===== src/rtl/soc_fb_rect_fill_if.sv =====
// Framebuffer write-port bundle between the rectangle fill engine (master)
// and the framebuffer's main-clock memory port (slave).
interface soc_fb_rect_fill_if #(
    parameter int FB_ADDR_WIDTH = 18
);
    logic                     mem_req;
    logic                     mem_we;
    logic [FB_ADDR_WIDTH-1:0] mem_addr;
    logic [31:0]              mem_wdata;
    logic [3:0]               mem_be;
    logic                     mem_ready;

    modport master (
        output mem_req, mem_we, mem_addr, mem_wdata, mem_be,
        input  mem_ready
    );

    modport slave (
        input  mem_req, mem_we, mem_addr, mem_wdata, mem_be,
        output mem_ready
    );
endinterface


===== src/rtl/soc_fb_rect_fill.sv =====
// Rectangle fill engine: writes one byte colour into every pixel of a rectangle, one pixel per transfer.
// Define FILL_CLIP_EN to clip the rectangle to the framebuffer at start; otherwise columns/addresses wrap.
module soc_fb_rect_fill #(
    parameter int FB_ADDR_WIDTH = 18,
    parameter int FB_BASE       = 0,
    parameter int FB_WIDTH      = 640,
    parameter int FB_HEIGHT     = 480,
    parameter int COORD_WIDTH   = 10
) (
    input  logic                   clk,
    input  logic                   res,
    input  logic                   start,
    input  logic [COORD_WIDTH-1:0] cfg_x,
    input  logic [COORD_WIDTH-1:0] cfg_y,
    input  logic [COORD_WIDTH-1:0] cfg_w,
    input  logic [COORD_WIDTH-1:0] cfg_h,
    input  logic [7:0]             cfg_color,
    output logic                   busy,
    output logic                   done,
    soc_fb_rect_fill_if.master     mem
);
    localparam int OFF_W = 32;

    typedef enum logic [1:0] {
        S_IDLE,
        S_WRITE,
        S_FINISH
    } state_t;

    state_t                 r_state;
    state_t                 w_state_nxt;
    logic [OFF_W-1:0]       r_off;
    logic [OFF_W-1:0]       w_off_start;
    logic [COORD_WIDTH-1:0] r_w;
    logic [COORD_WIDTH-1:0] r_h;
    logic [COORD_WIDTH-1:0] r_col;
    logic [COORD_WIDTH-1:0] r_row;
    logic [COORD_WIDTH-1:0] w_cw;
    logic [COORD_WIDTH-1:0] w_ch;
    logic [7:0]             r_color;
    logic                   w_xfer;
    logic                   w_last_col;
    logic                   w_last_row;
    logic                   w_empty;

`ifdef FILL_CLIP_EN
    always_comb begin
        w_cw = cfg_w;
        w_ch = cfg_h;
        if (int'(cfg_x) >= FB_WIDTH || int'(cfg_y) >= FB_HEIGHT) begin
            w_cw = '0;
            w_ch = '0;
        end else begin
            if (int'(cfg_w) > FB_WIDTH - int'(cfg_x))
                w_cw = COORD_WIDTH'(FB_WIDTH - int'(cfg_x));
            if (int'(cfg_h) > FB_HEIGHT - int'(cfg_y))
                w_ch = COORD_WIDTH'(FB_HEIGHT - int'(cfg_y));
        end
    end
`else
    assign w_cw = cfg_w;
    assign w_ch = cfg_h;
`endif

    // The only multiply is the start offset; per-pixel stepping is additive.
    assign w_off_start = OFF_W'(cfg_y) * OFF_W'(FB_WIDTH) + OFF_W'(cfg_x);
    assign w_empty     = (w_cw == '0) || (w_ch == '0);
    assign w_xfer      = (r_state == S_WRITE) && mem.mem_ready;
    assign w_last_col  = (r_col == r_w - COORD_WIDTH'(1));
    assign w_last_row  = (r_row == r_h - COORD_WIDTH'(1));

    always_ff @(posedge clk or posedge res) begin
        if (res) r_state <= S_IDLE;
        else     r_state <= w_state_nxt;
    end

    always_comb begin
        w_state_nxt   = r_state;
        busy          = 1'b0;
        done          = 1'b0;
        mem.mem_req   = 1'b0;
        mem.mem_we    = 1'b0;
        mem.mem_addr  = '0;
        mem.mem_wdata = '0;
        mem.mem_be    = '0;
        case (r_state)
            S_IDLE: begin
                if (start) w_state_nxt = w_empty ? S_FINISH : S_WRITE;
            end
            S_WRITE: begin
                busy          = 1'b1;
                mem.mem_req   = 1'b1;
                mem.mem_we    = 1'b1;
                mem.mem_addr  = FB_ADDR_WIDTH'(OFF_W'(FB_BASE) + (r_off >> 2));
                mem.mem_wdata = {4{r_color}};
                mem.mem_be    = 4'b0001 << r_off[1:0];
                if (w_xfer && w_last_col && w_last_row) w_state_nxt = S_FINISH;
            end
            S_FINISH: begin
                busy        = 1'b1;
                done        = 1'b1;
                w_state_nxt = S_IDLE;
            end
            default: w_state_nxt = S_IDLE;
        endcase
    end

    // Datapath registers are qualified by the state machine and need no reset.
    always_ff @(posedge clk) begin
        if (r_state == S_IDLE && start) begin
            r_w     <= w_cw;
            r_h     <= w_ch;
            r_color <= cfg_color;
            r_col   <= '0;
            r_row   <= '0;
            r_off   <= w_off_start;
        end else if (w_xfer) begin
            if (w_last_col) begin
                r_col <= '0;
                r_row <= r_row + COORD_WIDTH'(1);
                r_off <= r_off + OFF_W'(FB_WIDTH) - OFF_W'(r_w) + OFF_W'(1);
            end else begin
                r_col <= r_col + COORD_WIDTH'(1);
                r_off <= r_off + OFF_W'(1);
            end
        end
    end
endmodule


===== src/flat_wrapper.sv =====
// flat-port wrapper written by rule: the top's interface ports become plain ports
module soc_fb_rect_fill_flat 
#(
    parameter int FB_ADDR_WIDTH = 18,
    parameter int FB_BASE       = 0,
    parameter int FB_WIDTH      = 640,
    parameter int FB_HEIGHT     = 480,
    parameter int COORD_WIDTH   = 10
)
  (clk, res, start, cfg_x, cfg_y, cfg_w, cfg_h, cfg_color, busy, done, mem_mem_req, mem_mem_we, mem_mem_addr, mem_mem_wdata, mem_mem_be, mem_mem_ready);
  soc_fb_rect_fill_if #(.FB_ADDR_WIDTH(FB_ADDR_WIDTH)) mem_i ();
  input  logic clk;
  input  logic res;
  input  logic start;
  input  logic [COORD_WIDTH-1:0] cfg_x;
  input  logic [COORD_WIDTH-1:0] cfg_y;
  input  logic [COORD_WIDTH-1:0] cfg_w;
  input  logic [COORD_WIDTH-1:0] cfg_h;
  input  logic [7:0] cfg_color;
  output logic busy;
  output logic done;
  output wire logic [$bits(mem_i.mem_req)-1:0] mem_mem_req;
  output wire logic [$bits(mem_i.mem_we)-1:0] mem_mem_we;
  output wire logic [$bits(mem_i.mem_addr)-1:0] mem_mem_addr;
  output wire logic [$bits(mem_i.mem_wdata)-1:0] mem_mem_wdata;
  output wire logic [$bits(mem_i.mem_be)-1:0] mem_mem_be;
  input wire logic [$bits(mem_i.mem_ready)-1:0] mem_mem_ready;
  assign mem_mem_req = mem_i.mem_req;
  assign mem_mem_we = mem_i.mem_we;
  assign mem_mem_addr = mem_i.mem_addr;
  assign mem_mem_wdata = mem_i.mem_wdata;
  assign mem_mem_be = mem_i.mem_be;
  assign mem_i.mem_ready = mem_mem_ready;
  soc_fb_rect_fill #(.FB_ADDR_WIDTH(FB_ADDR_WIDTH), .FB_BASE(FB_BASE), .FB_WIDTH(FB_WIDTH), .FB_HEIGHT(FB_HEIGHT), .COORD_WIDTH(COORD_WIDTH)) u_core (.clk(clk), .res(res), .start(start), .cfg_x(cfg_x), .cfg_y(cfg_y), .cfg_w(cfg_w), .cfg_h(cfg_h), .cfg_color(cfg_color), .busy(busy), .done(done), .mem(mem_i));
endmodule

===== config.mk =====
export PLATFORM = sky130hd
export DESIGN_NAME = soc_fb_rect_fill_flat
export DESIGN_NICKNAME = d
export VERILOG_FILES = /design/src/rtl/soc_fb_rect_fill_if.sv /design/src/rtl/soc_fb_rect_fill.sv /design/src/flat_wrapper.sv
export SDC_FILE = /design/constraint.sdc
export NUM_CORES = 1
export LEC_CHECK = 0
export CAP_MARGIN = 20
export CORE_MARGIN = 1
export CORE_UTILIZATION = 45
export DETAILED_ROUTE_END_ITERATION = 10
export GPL_TIMING_DRIVEN = 0
export PLACE_DENSITY_LB_ADDON = 0.3
export SYNTH_ARGS = -nofsm -noshare
export SYNTH_HDL_FRONTEND = slang
export SYNTH_SLANG_ARGS = --single-unit

===== constraint.sdc =====
create_clock -name clk -period 3.37 [get_ports clk]
set_input_delay 0.674 -clock clk [delete_from_list [all_inputs] [get_ports clk]]
set_output_delay 0.674 -clock clk [all_outputs]
set_load 0.005 [all_outputs]

Word-level counts from Yosys, hierarchy flattened
Index checks and enable logic that the tools add are counted.
Widths: inputs -> output; s select.
{"block": "op_classes", "addsub": 9, "multipliers": 1, "eq_ne": 6, "n_shift": 1, "muxes": 14, "reduce_logical": 12}
{"cell": "$mux 32", "n": 4}
{"cell": "$add 32x1->32 const B", "n": 2}
{"cell": "$add 32x10->32 const B", "n": 1}
{"cell": "$sub 32x10->32", "n": 1}
{"cell": "$add 20x10->21", "n": 1}
{"cell": "$add 10x1->10 const B", "n": 2}
{"cell": "$eq 10x10->1", "n": 2}
{"cell": "$logic_not 10->1", "n": 2}
{"cell": "$sub 10x1->10 const B", "n": 2}
{"cell": "$mux 18", "n": 1}
{"cell": "$mul 10x3->13 const B", "n": 1}
{"cell": "$mux 10", "n": 1}
{"cell": "$mux 2", "n": 3}
{"cell": "$logic_and 1x1->1", "n": 4}
{"cell": "$mux 4", "n": 1}
{"cell": "$ne 2x2->1 const B", "n": 2}
{"cell": "$pmux 2 s2", "n": 1}
{"cell": "$reduce_and 2->1", "n": 2}
{"cell": "$shl 1x2->4 const A", "n": 1}
{"cell": "$mux 1", "n": 3}
{"cell": "$eq 2x1->1 const B", "n": 1}
{"cell": "$eq 2x2->1 const B", "n": 1}
{"cell": "$logic_not 2->1", "n": 1}
{"cell": "$reduce_bool 2->1", "n": 1}
{"cell": "2 further kinds", "n": 2}
{"block": "totals", "ff_bits": 82, "in_bits": 52}

Depth between registers and ports, before layout
Gate-level depths: netlist of run 1.
{"block": "depth", "ltp_word": 6, "mapped_depth": 14, "depth_no_buf": 14}

Least setup slack after synthesis of run 1
OpenSTA, ideal clock, no wires.
{"block": "synth_path", "kind": "input to register", "start": "in cfg_y[1]", "end": "reg u_core.r_off[19] (data pin)", "setup_time_ns": 0.275, "arrival_ns": 2.821, "path_slack_ns": 0.274, "stages": 10, "cell_sequence": "ha_1 -> ha_1 -> fa_1 -> a21oi_1 -> o211ai_1 -> or3_1 -> a31oi_1 -> xnor2_1 -> a311oi_1 -> o211ai_1"}
{"block": "synth_between", "elab_chain_cells": 3}
{"item": "from (decl)", "line": "flat_wrapper.sv:16", "text": "input logic [COORD_WIDTH-1:0] cfg_y;"}
{"item": "$mul 10x3->13", "line": "soc_fb_rect_fill.sv:66", "text": "assign w_off_start = OFF_W'(cfg_y) * OFF_W'(FB_WIDTH) + OFF_W'(cfg_x);"}
{"item": "$add 20x10->21", "line": "soc_fb_rect_fill.sv:66"}
{"item": "$mux 32", "line": "soc_fb_rect_fill.sv:110", "text": "if (r_state == S_IDLE && start) begin"}
{"item": "to (signal assigned)", "line": "soc_fb_rect_fill.sv:116", "text": "r_off <= w_off_start;"}
{"item": "to (signal assigned)", "line": "soc_fb_rect_fill.sv:121", "text": "r_off <= r_off + OFF_W'(FB_WIDTH) - OFF_W'(r_w) + OFF_W'(1);"}
{"item": "to (signal assigned)", "line": "soc_fb_rect_fill.sv:124", "text": "r_off <= r_off + OFF_W'(1);"}
{"item": "to (decl)", "line": "soc_fb_rect_fill.sv:32", "text": "logic [OFF_W-1:0] r_off;"}
Every way passes these cells.
A chain may end at the register's enable or synchronous reset.

Worst setup path in the final report of run 1
{"block": "layout_path", "start": "in cfg_y[3]", "end": "reg u_core.r_off[19] (data pin)"}
The elaborated chain is that of the path after synthesis.

==> results of run 1 <==
cell usage after synthesis, types with 4 or more instances:
master / number
ha_1: 66
nand2_1: 53
nor2_1: 53
edfxtp_1: 48
inv_1: 47
xnor2_1: 44
and2_1: 33
a21oi_1: 30
xor2_1: 30
o21ai_0: 29
buf_4: 25
nand3_1: 25
dfxtp_1: 20
nand4_1: 16
nor3_1: 16
and3_1: 12
a21o_1: 11
clkbuf_1: 11
or3_1: 9
nor4_1: 8
nand2b_1: 7
nor2b_1: 7
a211oi_1: 6
a31oi_1: 6
a211o_1: 5
mux2i_1: 5
o31ai_1: 5
buf_6: 4
nand3b_1: 4
o211ai_1: 4
or4_1: 4
cells by family after synthesis:
| kind of cell | synth area share, % |
|---|---|
| simple gates | 22.7 |
| compound gates | 13.6 |
| buf+inv | 7.49 |
| xor+xnor | 10.5 |
| flops | 30.5 |
| fa+ha+maj | 14.3 |
| mux | 0.989 |
power groups by stage:
stage | logic, mW | registers [mW] | clock network [mW]
final | 3.44 | 1.48 | 1.14
after global routing | 3.78 | 1.51 | 1.18
after CTS | 3.29 | 1.48 | 1.14
after floorplan | 2.21 | 1.41 | 0
after global placement | 3.13 | 1.49 | 0
after detailed placement | 3.23 | 1.49 | 0
worst max-delay path, stage by stage:
cell	delay, ns
clkdlybuf4s50_1	0.50
ha_1	0.24
ha_2	0.22
fa_2	0.40
a21oi_2	0.18
o211ai_1	0.13
or3_1	0.33
a31oi_1	0.21
xnor2_1	0.13
a311oi_1	0.28
o211ai_1	0.13
area by class of cell:
type                    count  area [µm²]  share of cell area (%)
multi-input cells         541        3920                    49.3
plain buffers              43         289                    3.63
inverters                  47         176                    2.22
well taps                 176         220                    2.77
clock inverters             7         120                    1.51
flip-flops and latches     70        1890                    23.8
repair buffers            111        1110                    13.9
clock buffers               9         225                    2.83
per-layer routing:
layer | GRT usage [%] | up-vias | wire (µm)
li1 | - | 2730 | -
met1 | 29.0 | 2635 | 7110
met2 | 42.3 | 184 | 8170
met3 | 3.02 | 32 | 819
met4 | 9.30 | 0 | 412
met5 | 0 | - | 0
how the worst min path moves through the flow:
stage,start,slack (ns),cells after the start,to
finish,res,0.48,2,u_core.r_state[0]
global route,res,0.49,2,u_core.r_state[1]
CTS,res,0.48,2,u_core.r_state[1]
detailed placement,u_core.r_row[9],0.49,2,u_core.r_row[9]
global placement,u_core.r_row[9],0.48,2,u_core.r_row[9]
floorplan,res,0.42,1,u_core.r_state[0]
flip-flops by register name, indices dropped and copies added (netlist names):
name / cells
u_core.r_row: 10
u_core.r_h: 10
u_core.r_w: 10
u_core.r_color: 8
u_core.r_col: 10
u_core.r_off: 20
u_core.r_state: 2
repair_timing:
action | 4_1_cts | 5_1_grt
setup buffers | 0 | 2
setup endpoints to repair | 2 | 43
resized for setup | 5 | 12
pin swaps | 0 | 3
stage by stage:
stage | setup slack (ns) | utilization, % | total power, mW | std cells
6_report | 0.0295 | 59.6 | 6.06 | 1004
4_1_cts | 0.0271 | 59.0 | 5.91 | 1002
5_1_grt | -0.0775 | 59.6 | 6.47 | 1004
3_3_place_gp | -0.558 | 56.3 | 4.62 | 986
2_1_floorplan | 0.274 | - | 3.62 | 701
3_5_place_dp | -0.445 | 56.3 | 4.72 | 986
==> metrics.md, run 1 <==
| Metric | Value |
|---|---|
| Post-DP HPWL | `12600 µm` |
| Main synth FF type | `edfxtp_1` |
| Slew headroom | `41.9%` |
| Cells after Synth | `701` |
| Clock share of power | `18.9%` |
| Vias in the first global route | `5614` |
| First-pass GRT wire length | `approximately 27000 µm` |
| Setup crit end | `u_core.r_off[19]` |
| Worst skew pair latency | `0.35 ns` |
| Die footprint | `14200 µm²` |
| Clock transition at the registers of the reported paths | `0.06 ns` |
| Slew Limit Fails | `0` |
| Yosys top cell area share | `23.3%` |
| Largest net degree at the start of global routing | `38` |
| Area Overhead vs Synth | `28.3%` |
| Reg2reg path depth | `14` |
| Post-route DRC | `0` |
| Max Freq | `between 0.2 and 0.3 GHz` |
| Tightest Hold Check Type | `input pin to asynchronous set/reset pin` |
| Gr usage total | `23.8%` |
| Clock sink total | `70` |
| Fin nets | `944` |
| Most frequent cells in the layout | `108 x clkdlybuf4s50_1, 65 x ha_1, 53 x nor2_1` |
| Power Internal | `3.57 mW` |
| Post-synth top area cell | `edfxtp_1` |
| Post-Syn Area | `roughly 6200 µm²` |
| Crit Path Max Fanout | `3` |
| Placed Instance Area | `roughly 7500 µm²` |
| Die Wd | `119 µm` |
| Required time of the critical path | `3.45 ns` |
| Initial drt markers | `between 300 and 400` |
| Worst Tran Pin Value | `0.872 ns` |
| RSZ-0062 raised after global routing | `yes` |
| Data arrival, critical path | `3.42 ns` |
| Port Buf Inserts | `109` |
| Sequential power share | `24.4%` |
| Design area | `7950 µm²` |
| CP Capture Type | `register` |
| R2r setup slk | `0.10 ns` |
| Period utilisation layout | `between 90 and 100%` |
| Hold_ws | `0.475 ns` |
| Longest Clk Path Bufs | `2` |
| Io pins | `110` |
| Dominant cells by area after synthesis | `edfxtp_1 23%, ha_1 13%, dfxtp_1 6.5%` |
| CP startpoint kind | `input pin` |
| Via Count | `5581` |
| Fillers | `1145` |
| Cell Rows | `42` |
| Drt wl/cell | `16.4 µm` |
| Reg-to-reg startpoint | `u_core.r_off[1]` |
| CTS root buf | `clkbuf_16` |
| Crit. Startpoint | `cfg_y[3]` |
| Setup Skew | `between 0.007 and 0.008 ns` |
| Max capacitance violation total | `0` |
| Post-synthesis async set-or-reset flop share | `2.86%` |
| ANT cells | `0` |
| DR pass1 iterations | `5` |
| Mean Syn Cell Area | `8.84 µm²` |
| Final Hold Viols | `0` |
| CTS Buf Count | `9` |
| Avg Vias per Cell | `5.56` |
| Status | `completed` |
| Die Span Y | `119 µm` |
| TNS Setup | `0 ns` |
| Yosys cell types | `67` |
| Post-cts hold buffer count | `0` |
| CTS tree | `built` |
| Count of final setup violators | `0` |
| Antenna violations before repair | `0` |
| Commonest non-fill, non-tap cell in the layout | `clkdlybuf4s50_1` |
| #FFs+latches synth | `70` |
| Syn Nets | `~820` |
| Final min period | `approximately 3.3 ns` |
| Share of cells above drive strength 1 | `8.82%` |
| Sw Pwr | `about 2.5 mW` |
| Peak supply drop | `around 0.34 mV` |
| ANT nets after route | `0` |
| Synth Warn # | `0` |
| Post-synth EDFFs | `48` |
| CTS HTree Levels | `3` |
| Sw frac | `41.1%` |
| Part of the Yosys area used for sequential elements | `30.5%` |
| Detailed Route WL | `16500 µm` |
| Starting density of the core | `46.4%` |
| R2R Path End | `u_core.r_off[19]` |
| WS Path Type | `input pin to register` |
| GPL Wtd Cong | `0.915` |
| Logic pwr share | `56.7%` |
| Cell Pwr Density | `762 nW/µm²` |
| Grt ovf | `0` |
| Core ar. | `13300 µm²` |
| Leak pwr | `3.28 nW` |
Note: power is estimated with default switching activity, not from simulation.
==> inputs of run 2 (changes only) <==
--- a/config.mk
+++ b/config.mk
@@ -6,11 +6,13 @@
 export NUM_CORES = 1
 export LEC_CHECK = 0
 export CAP_MARGIN = 20
+export CORE_ASPECT_RATIO = 2
 export CORE_MARGIN = 1
 export CORE_UTILIZATION = 45
 export DETAILED_ROUTE_END_ITERATION = 10
 export GPL_TIMING_DRIVEN = 0
 export PLACE_DENSITY_LB_ADDON = 0.3
+export REMOVE_ABC_BUFFERS = 1
 export SYNTH_ARGS = -nofsm -noshare
 export SYNTH_HDL_FRONTEND = slang
 export SYNTH_SLANG_ARGS = --single-unit
==> constraint.sdc (replaced) <==
create_clock -name clk -period 3.2 [get_ports clk]
set_input_delay 0.64 -clock clk [delete_from_list [all_inputs] [get_ports clk]]
set_output_delay 0.64 -clock clk [all_outputs]
set_load 0.005 [all_outputs]
==> run 2 against run 1 <==
Compared with the run above: the flow now finishes with violations (design-rule violations); final area rose by 2.1%; critical path depth rose by 2; via count fell by 0.50%; clock-buffer cell count rose by 2; largest cell class unchanged; clock power rose by 4%; final cell count fell by 3.3%; non-clock buffer count fell by 14; combinational power rose by 8.7%.
==> metrics.md, run 2 (same netlist as run 1, synthesis figures left out) <==
| Metric | Value |
|---|---|
| Fin nets | `932 (was 944)` |
| Total chip power | `6.49 mW (was 6.06 mW)` |
| Most frequent cells in the layout | `104 x clkdlybuf4s50_1, 58 x ha_1, 52 x nand2_1 (was 108 x clkdlybuf4s50_1, 65 x ha_1, 53 x nor2_1)` |
| Gr usage total | `24.5% (was 23.8%)` |
| CP max-delay cell | `edfxtp_1 (was clkdlybuf4s50_1)` |
| Sequential power share | `24.1% (was 24.4%)` |
| Largest net degree at the start of global routing | `47 (was 38)` |
| Crit-path cells | `ha_1, inv_1, ha_2, inv_2, fa_2, nor2b_4, o31ai_4, a211o_1, nand4_1, a41oi_2, xor2_1, a211o_1, o21ai_1 (was clkdlybuf4s50_1, ha_1, ha_2, fa_2, a21oi_2, o211ai_1, or3_1, a31oi_1, xnor2_1, a311oi_1, o211ai_1)` |
| Largest register by flop count | `u_core.r_off (unchanged)` |
| Post-route DRC | `1 (was 0)` |
| CTS tree | `built (unchanged)` |
| Core ar. | `13400 µm² (was 13300 µm²)` |
| Max Freq | `0.319 GHz` |
| Clock transition at the registers of the reported paths | `0.06 ns (about the same)` |
| GPL Wtd Cong | `0.903 (was 0.915)` |
| Count of final setup violators | `0 (unchanged)` |
| RSZ-0062 raised after global routing | `yes (unchanged)` |
| Die Wd | `85.0 µm (was 119 µm)` |
| Longest Clk Path Bufs | `2 (unchanged)` |
| ANT nets after route | `0 (unchanged)` |
| Crit path largest cell delay | `0.48 ns (was 0.50 ns)` |
| Setup Skew | `0.00831 ns (was 0.00774 ns)` |
| Initial drt markers | `291 (was 318)` |
| CTS HTree Levels | `3 (unchanged)` |
| Final min period | `3.13 ns` |
| Data arrival, critical path | `3.33 ns (was 3.42 ns)` |
| Reg-to-reg startpoint | `u_core.r_w[1] (was u_core.r_off[1])` |
| CP startpoint kind | `register (was input pin)` |
| Delay-heaviest family, CP | `compound AO/OA/AOI/OAI gates (unchanged)` |
| Commonest non-fill, non-tap cell in the layout | `clkdlybuf4s50_1 (unchanged)` |
| Post-DP HPWL | `12900 µm (was 12600 µm)` |
| Final Hold Viols | `0 (unchanged)` |
| Starting density of the core | `46.1% (was 46.4%)` |
| Cell Pwr Density | `800 nW/µm² (was 762 nW/µm²)` |
| Drt wl/cell | `18.1 µm (was 16.4 µm)` |
| CP most frequent cell | `a211o_1 (was o211ai_1)` |
| Crit Path Max Fanout | `3 (unchanged)` |
| R2R Path End | `u_core.r_off[17] (was u_core.r_off[19])` |
| Peak supply drop | `0.369 mV (was 0.336 mV)` |
| Port Buf Inserts | `109 (unchanged)` |
| Failing checks | `design-rule violations` |
| CP bufs+invs | `2 (was 1)` |
| Reg area | `1890 µm² (unchanged)` |
| Cell Rows | `60 (was 42)` |
| Sw Pwr | `2.65 mW (was 2.49 mW)` |
| Multi-input gate area | `4140 µm² (was 3920 µm²)` |
| Avg Vias per Cell | `5.72 (was 5.56)` |
| Slew Limit Fails | `0 (unchanged)` |
| DR pass1 iterations | `8 (was 5)` |
| Area Overhead vs Synth | `30.9% (was 28.3%)` |
| Status | `finished with violations (was completed)` |
| TNS Setup | `0 ns (unchanged)` |
| Share of cells above drive strength 1 | `12.1% (was 8.82%)` |
| Period utilisation layout | `97.9%` |
| Worst Tran Pin Value | `0.992 ns (was 0.872 ns)` |
| First-pass GRT wire length | `27300 µm (was 27000 µm)` |
| WS Path Type | `register to register (was input pin to register)` |
| Final core utilization | `60.4% (was 59.6%)` |
| Grt ovf | `0 (unchanged)` |
| CTS Buf Count | `9 (unchanged)` |
| Worst skew pair latency | `0.35 ns (about the same)` |
| Design area | `8120 µm² (was 7950 µm²)` |
| Die footprint | `14300 µm² (was 14200 µm²)` |
| Clock sink total | `70 (unchanged)` |
| Vias in the first global route | `5646 (was 5614)` |
| Required time of the critical path | `3.40 ns (was 3.45 ns)` |
| Detailed Route WL | `17600 µm (was 16500 µm)` |
| Max capacitance violation total | `0 (unchanged)` |
| Io pins | `110 (unchanged)` |
| Logic pwr share | `57.6% (was 56.7%)` |
| Fillers | `1168 (was 1145)` |
| Setup crit end | `u_core.r_off[17] (was u_core.r_off[19])` |
| ANT cells | `0 (unchanged)` |
| Clock share of power | `18.3% (was 18.9%)` |
| Die Span Y | `168 µm (was 119 µm)` |
| R2r setup slk | `0.07 ns (was 0.10 ns)` |
| Hold_ws | `0.480 ns (was 0.475 ns)` |
| Crit. Startpoint | `u_core.r_w[1] (was cfg_y[3])` |
| Placed Instance Area | `7280 µm² (was 7510 µm²)` |
| CP Capture Type | `register (unchanged)` |
| Tightest Hold Check Type | `input pin to asynchronous set/reset pin (unchanged)` |
| Via Count | `5553 (was 5581)` |
| CTS root buf | `clkbuf_16 (unchanged)` |
| Levels on crit path | `13 (was 11)` |
| Slew headroom | `33.3% (was 41.9%)` |
| Leak pwr | `3.29 nW (was 3.28 nW)` |
| Sw frac | `40.8% (was 41.1%)` |
| Post-cts hold buffer count | `0 (unchanged)` |
| Antenna violations before repair | `0 (unchanged)` |
| Power Internal | `3.85 mW (was 3.57 mW)` |
| Max reg flops | `20 (unchanged)` |
| Reg2reg path depth | `13 (was 14)` |
run 2: how the worst min path moves through the flow:
stage                     cells after the start                end  slack [ns]       startpoint
after floorplan                               1  u_core.r_state[0]        0.38              res
after global placement                        2    u_core.r_row[9]        0.48  u_core.r_row[9]
after detailed placement                      2    u_core.r_col[0]        0.51  u_core.r_col[0]
after CTS                                     2  u_core.r_state[0]        0.48              res
after global routing                          2  u_core.r_state[1]        0.50              res
final                                         2  u_core.r_state[1]        0.48              res
run 2: stage by stage:
stage / std cells / worst slack, ns
after floorplan: 658 / -0.494
after global placement: 922 / -1.75
after detailed placement: 926 / -0.778
after CTS: 952 / 0.0000842
after global routing: 971 / -0.0307
final: 971 / 0.0669
run 2: metal layers:
layer	part of all wire [%]	global-route usage (%)	vias to the layer above
li1	-	-	2702
met1	34	22.1	2681
met2	59	50.0	117
met3	2.1	2.45	53
met4	4.7	15.0	0
met5	0	0	-
run 2: layout make-up:
class                   instances  share of cell area, %
clock buffers                  11                   2.99
clock inverters                 5                   1.31
inverters                      47                   2.17
multi-input cells             543                   51.0
flip-flops and latches         70                   23.3
well taps                     155                   2.39
repair buffers                140                   16.9
run 2: power groups by stage:
| stage | clock (mW) | combinational [mW] | sequential (mW) |
|---|---|---|---|
| CTS | 1.19 | 3.49 | 1.56 |
| finish | 1.19 | 3.74 | 1.57 |
| floorplan | 0 | 2.20 | 1.49 |
| global placement | 0 | 3.17 | 1.58 |
| global route | 1.23 | 4.10 | 1.60 |
| detailed placement | 0 | 3.32 | 1.58 |
run 2: timing repair:
action,in CTS,in global routing
gates resized for setup,25,32
endpoints found under the setup margin,42,8
gates cloned,1,1
buffers inserted,9,18
pin swaps,12,15
==> inputs of run 3 (changes only) <==
--- a/config.mk
+++ b/config.mk
@@ -5,7 +5,6 @@
 export SDC_FILE = /design/constraint.sdc
 export NUM_CORES = 1
 export LEC_CHECK = 0
-export CAP_MARGIN = 20
 export CORE_ASPECT_RATIO = 2
 export CORE_MARGIN = 1
 export CORE_UTILIZATION = 45
@@ -13,6 +12,7 @@
 export GPL_TIMING_DRIVEN = 0
 export PLACE_DENSITY_LB_ADDON = 0.3
 export REMOVE_ABC_BUFFERS = 1
+export SETUP_SLACK_MARGIN = 0.05
 export SYNTH_ARGS = -nofsm -noshare
 export SYNTH_HDL_FRONTEND = slang
 export SYNTH_SLANG_ARGS = --single-unit
==> run 3 against run 2 <==
Compared with the run above: first-iteration DRC count is 32% lower; flip-flop and latch count stayed put; final area is 0.96% lower; clock power is 14% lower; final cell count is 0.21% lower; hold slack better by 0.0069 ns; the flow still finishes with violations (design-rule violations); largest cell class unchanged.
==> metrics.md, run 3 (same netlist as run 1, synthesis figures left out) <==
| Metric | Value |
|---|---|
| Max capacitance violation total | `0 (unchanged)` |
| Largest register by flop count | `u_core.r_off (unchanged)` |
| CP Capture Type | `register (unchanged)` |
| TNS Setup | `0 ns (unchanged)` |
| Commonest non-fill, non-tap cell in the layout | `clkdlybuf4s50_1 (unchanged)` |
| Count of final setup violators | `0 (unchanged)` |
| Slew headroom | `26.1% (was 33.3%)` |
| RSZ-0062 raised after global routing | `yes (unchanged)` |
| CTS tree | `built (unchanged)` |
| Peak supply drop | `0.340 mV (was 0.369 mV)` |
| Drt wl/cell | `17.9 µm (was 18.1 µm)` |
| Cell Pwr Density | `790 nW/µm² (was 800 nW/µm²)` |
| Clock transition at the registers of the reported paths | `0.06 ns (about the same)` |
| Detailed Route WL | `17300 µm (was 17600 µm)` |
| DR pass1 iterations | `8 (unchanged)` |
| R2R Path End | `u_core.r_off[17] (unchanged)` |
| Most frequent cells in the layout | `104 x clkdlybuf4s50_1, 57 x ha_1, 52 x nor2_1 (was 104 x clkdlybuf4s50_1, 58 x ha_1, 52 x nand2_1)` |
| Worst skew pair latency | `0.34 ns (was 0.35 ns)` |
| Area Overhead vs Synth | `29.7% (was 30.9%)` |
| Final core utilization | `59.8% (was 60.4%)` |
| Die footprint | `14300 µm² (unchanged)` |
| Failing checks | `design-rule violations (unchanged)` |
| Status | `finished with violations (unchanged)` |
| Initial drt markers | `198 (was 291)` |
| Via Count | `5605 (was 5553)` |
| Slew Limit Fails | `0 (unchanged)` |
| Cell Rows | `60 (unchanged)` |
| Required time of the critical path | `3.38 ns (was 3.40 ns)` |
| Period utilisation layout | `97.9% (about the same)` |
| Setup Skew | `0.00827 ns (was 0.00831 ns)` |
| Reg area | `1890 µm² (unchanged)` |
| Reg2reg path depth | `14 (was 13)` |
| Die Wd | `85.0 µm (unchanged)` |
| Fin nets | `930 (was 932)` |
| Io pins | `110 (unchanged)` |
| CP startpoint kind | `register (unchanged)` |
| Post-DP HPWL | `12700 µm (was 12900 µm)` |
| CP bufs+invs | `3 (was 2)` |
| Crit Path Max Fanout | `3 (unchanged)` |
| Final min period | `3.13 ns (about the same)` |
| Gr usage total | `24.0% (was 24.5%)` |
| Grt ovf | `0 (unchanged)` |
| Pre-CTS WS | `-0.773 ns (was -0.778 ns)` |
| CTS HTree Levels | `3 (unchanged)` |
| CP max-delay cell | `edfxtp_1 (unchanged)` |
| Placed Instance Area | `7240 µm² (was 7280 µm²)` |
| Fillers | `1175 (was 1168)` |
| Vias in the first global route | `5699 (was 5646)` |
| R2r setup slk | `0.07 ns (about the same)` |
| CTS Buf Count | `9 (unchanged)` |
| Reg-to-reg startpoint | `u_core.r_w[1] (unchanged)` |
| ANT nets after route | `0 (unchanged)` |
| Final Hold Viols | `0 (unchanged)` |
| Multi-input gate area | `4130 µm² (was 4140 µm²)` |
| Clock sink total | `70 (unchanged)` |
| Share of cells above drive strength 1 | `11.9% (was 12.1%)` |
| Tightest Hold Check Type | `input pin to asynchronous set/reset pin (unchanged)` |
| Starting density of the core | `46.1% (unchanged)` |
| Leak pwr | `3.26 nW (was 3.29 nW)` |
| Antenna violations before repair | `0 (unchanged)` |
| GPL Wtd Cong | `0.903 (unchanged)` |
| Die Span Y | `168 µm (unchanged)` |
| Max reg flops | `20 (unchanged)` |
| Core ar. | `13400 µm² (unchanged)` |
| WS Path Type | `register to register (unchanged)` |
| Crit-path cells | `ha_1, inv_1, ha_2, inv_2, fa_2, nor2b_4, o31ai_4, a211o_1, nand4_1, buf_4, a41oi_2, xor2_1, a211o_1, o21ai_1 (was ha_1, inv_1, ha_2, inv_2, fa_2, nor2b_4, o31ai_4, a211o_1, nand4_1, a41oi_2, xor2_1, a211o_1, o21ai_1)` |
| Design area | `8040 µm² (was 8120 µm²)` |
| Worst Tran Pin Value | `1.10 ns (was 0.992 ns)` |
| Post-route DRC | `1 (unchanged)` |
| CP most frequent cell | `a211o_1 (unchanged)` |
| Avg Vias per Cell | `5.78 (was 5.72)` |
| First-pass GRT wire length | `26900 µm (was 27300 µm)` |
| Largest net degree at the start of global routing | `47 (unchanged)` |
| Post-cts hold buffer count | `0 (unchanged)` |
| CTS root buf | `clkbuf_16 (unchanged)` |
| Cell Count Post-Placement | `924 (was 926)` |
| Port Buf Inserts | `109 (unchanged)` |
| Data arrival, critical path | `3.31 ns (was 3.33 ns)` |
| Delay-heaviest family, CP | `adder cells (was compound AO/OA/AOI/OAI gates)` |
| Crit path largest cell delay | `0.49 ns (was 0.48 ns)` |
| Max Freq | `0.319 GHz (about the same)` |
| Longest Clk Path Bufs | `2 (unchanged)` |
| Final worst slack | `0.0657 ns (was 0.0669 ns)` |
| ANT cells | `0 (unchanged)` |
| Final cell count without fillers | `969 (was 971)` |
## run 3: cell types whose count changed in the layout (fill, tap and decap cells not counted), moves of 2 or more
cell | previous run | this run
bufinv_16 | 3 | 1
nor2_2 | 2 | 0
clkinvlp_4 | 1 | 3
nand2_1 | 52 | 50
xnor2_2 | 2 | 0
xnor2_1 | 42 | 44
## run 3: cell type report
| cell class | count | area share, % |
|---|---|---|
| Sequential cell | 70 | 23.5 |
| Clock inverter | 6 | 0.763 |
| Timing Repair Buffer | 139 | 16.8 |
| Inverter | 47 | 2.23 |
| Tap cell | 155 | 2.41 |
| Multi-Input combinational cell | 542 | 51.3 |
| Clock buffer | 10 | 2.97 |
## run 3: power breakdown
group	switching [mW]	internal, mW
sequential	0.264	1.29
clock	0.397	0.620
combinational	1.99	1.79
total	2.65	3.71
## run 3: worst reg2reg max path, delay by kind of cell, from the launching register on
| family | cells | cell delay [ns] |
|---|---|---|
| flip-flops | 1 | 0.49 |
| buffers and inverters | 3 | 0.23 |
| XOR/XNOR | 1 | 0.19 |
| AO/OA/AOI/OAI | 5 | 0.83 |
| adder cells (fa/ha/maj) | 3 | 0.92 |
| AND/OR/NAND/NOR | 2 | 0.31 |
## run 3: worst max path at each step
| stage | depth (start not counted) | to | slack [ns] | start |
|---|---|---|---|---|
| after CTS | 14 | u_core.r_off[19] | 0.06 | u_core.r_w[1] |
| after detailed placement | 11 | u_core.r_off[19] | -0.77 | cfg_y[1] |
| after floorplan | 10 | u_core.r_row[8] | -0.49 | u_core.r_w[0] |
| after global routing | 13 | u_core.r_row[7] | -0.08 | u_core.r_w[1] |
| after global placement | 7 | u_core.r_off[19] | -1.75 | start |
| final | 14 | u_core.r_off[17] | 0.07 | u_core.r_w[1] |
## run 3: timing repair
item | CTS | global route
setup endpoints to repair | 118 | 19
setup buffers | 14 | 13
resized for setup | 32 | 29
pin swaps | 16 | 13
gates cloned | 1 | 1
## run 3: layer usage
metal | track usage (%) | part of all wire, % | up-vias
met5 | 0 | 0 | -
met4 | 16.6 | 6.1 | 0
met3 | 3.73 | 3.1 | 79
met2 | 46.7 | 57 | 168
met1 | 22.0 | 34 | 2663
li1 | - | - | 2695
## run 3: through the flow
stage          power [mW]  hold slack [ns]
6_report             6.35            0.487
5_1_grt              6.78            0.490
2_1_floorplan        3.68            0.381
3_5_place_dp         4.86            0.497
4_1_cts              6.11            0.477
3_3_place_gp         4.76            0.484
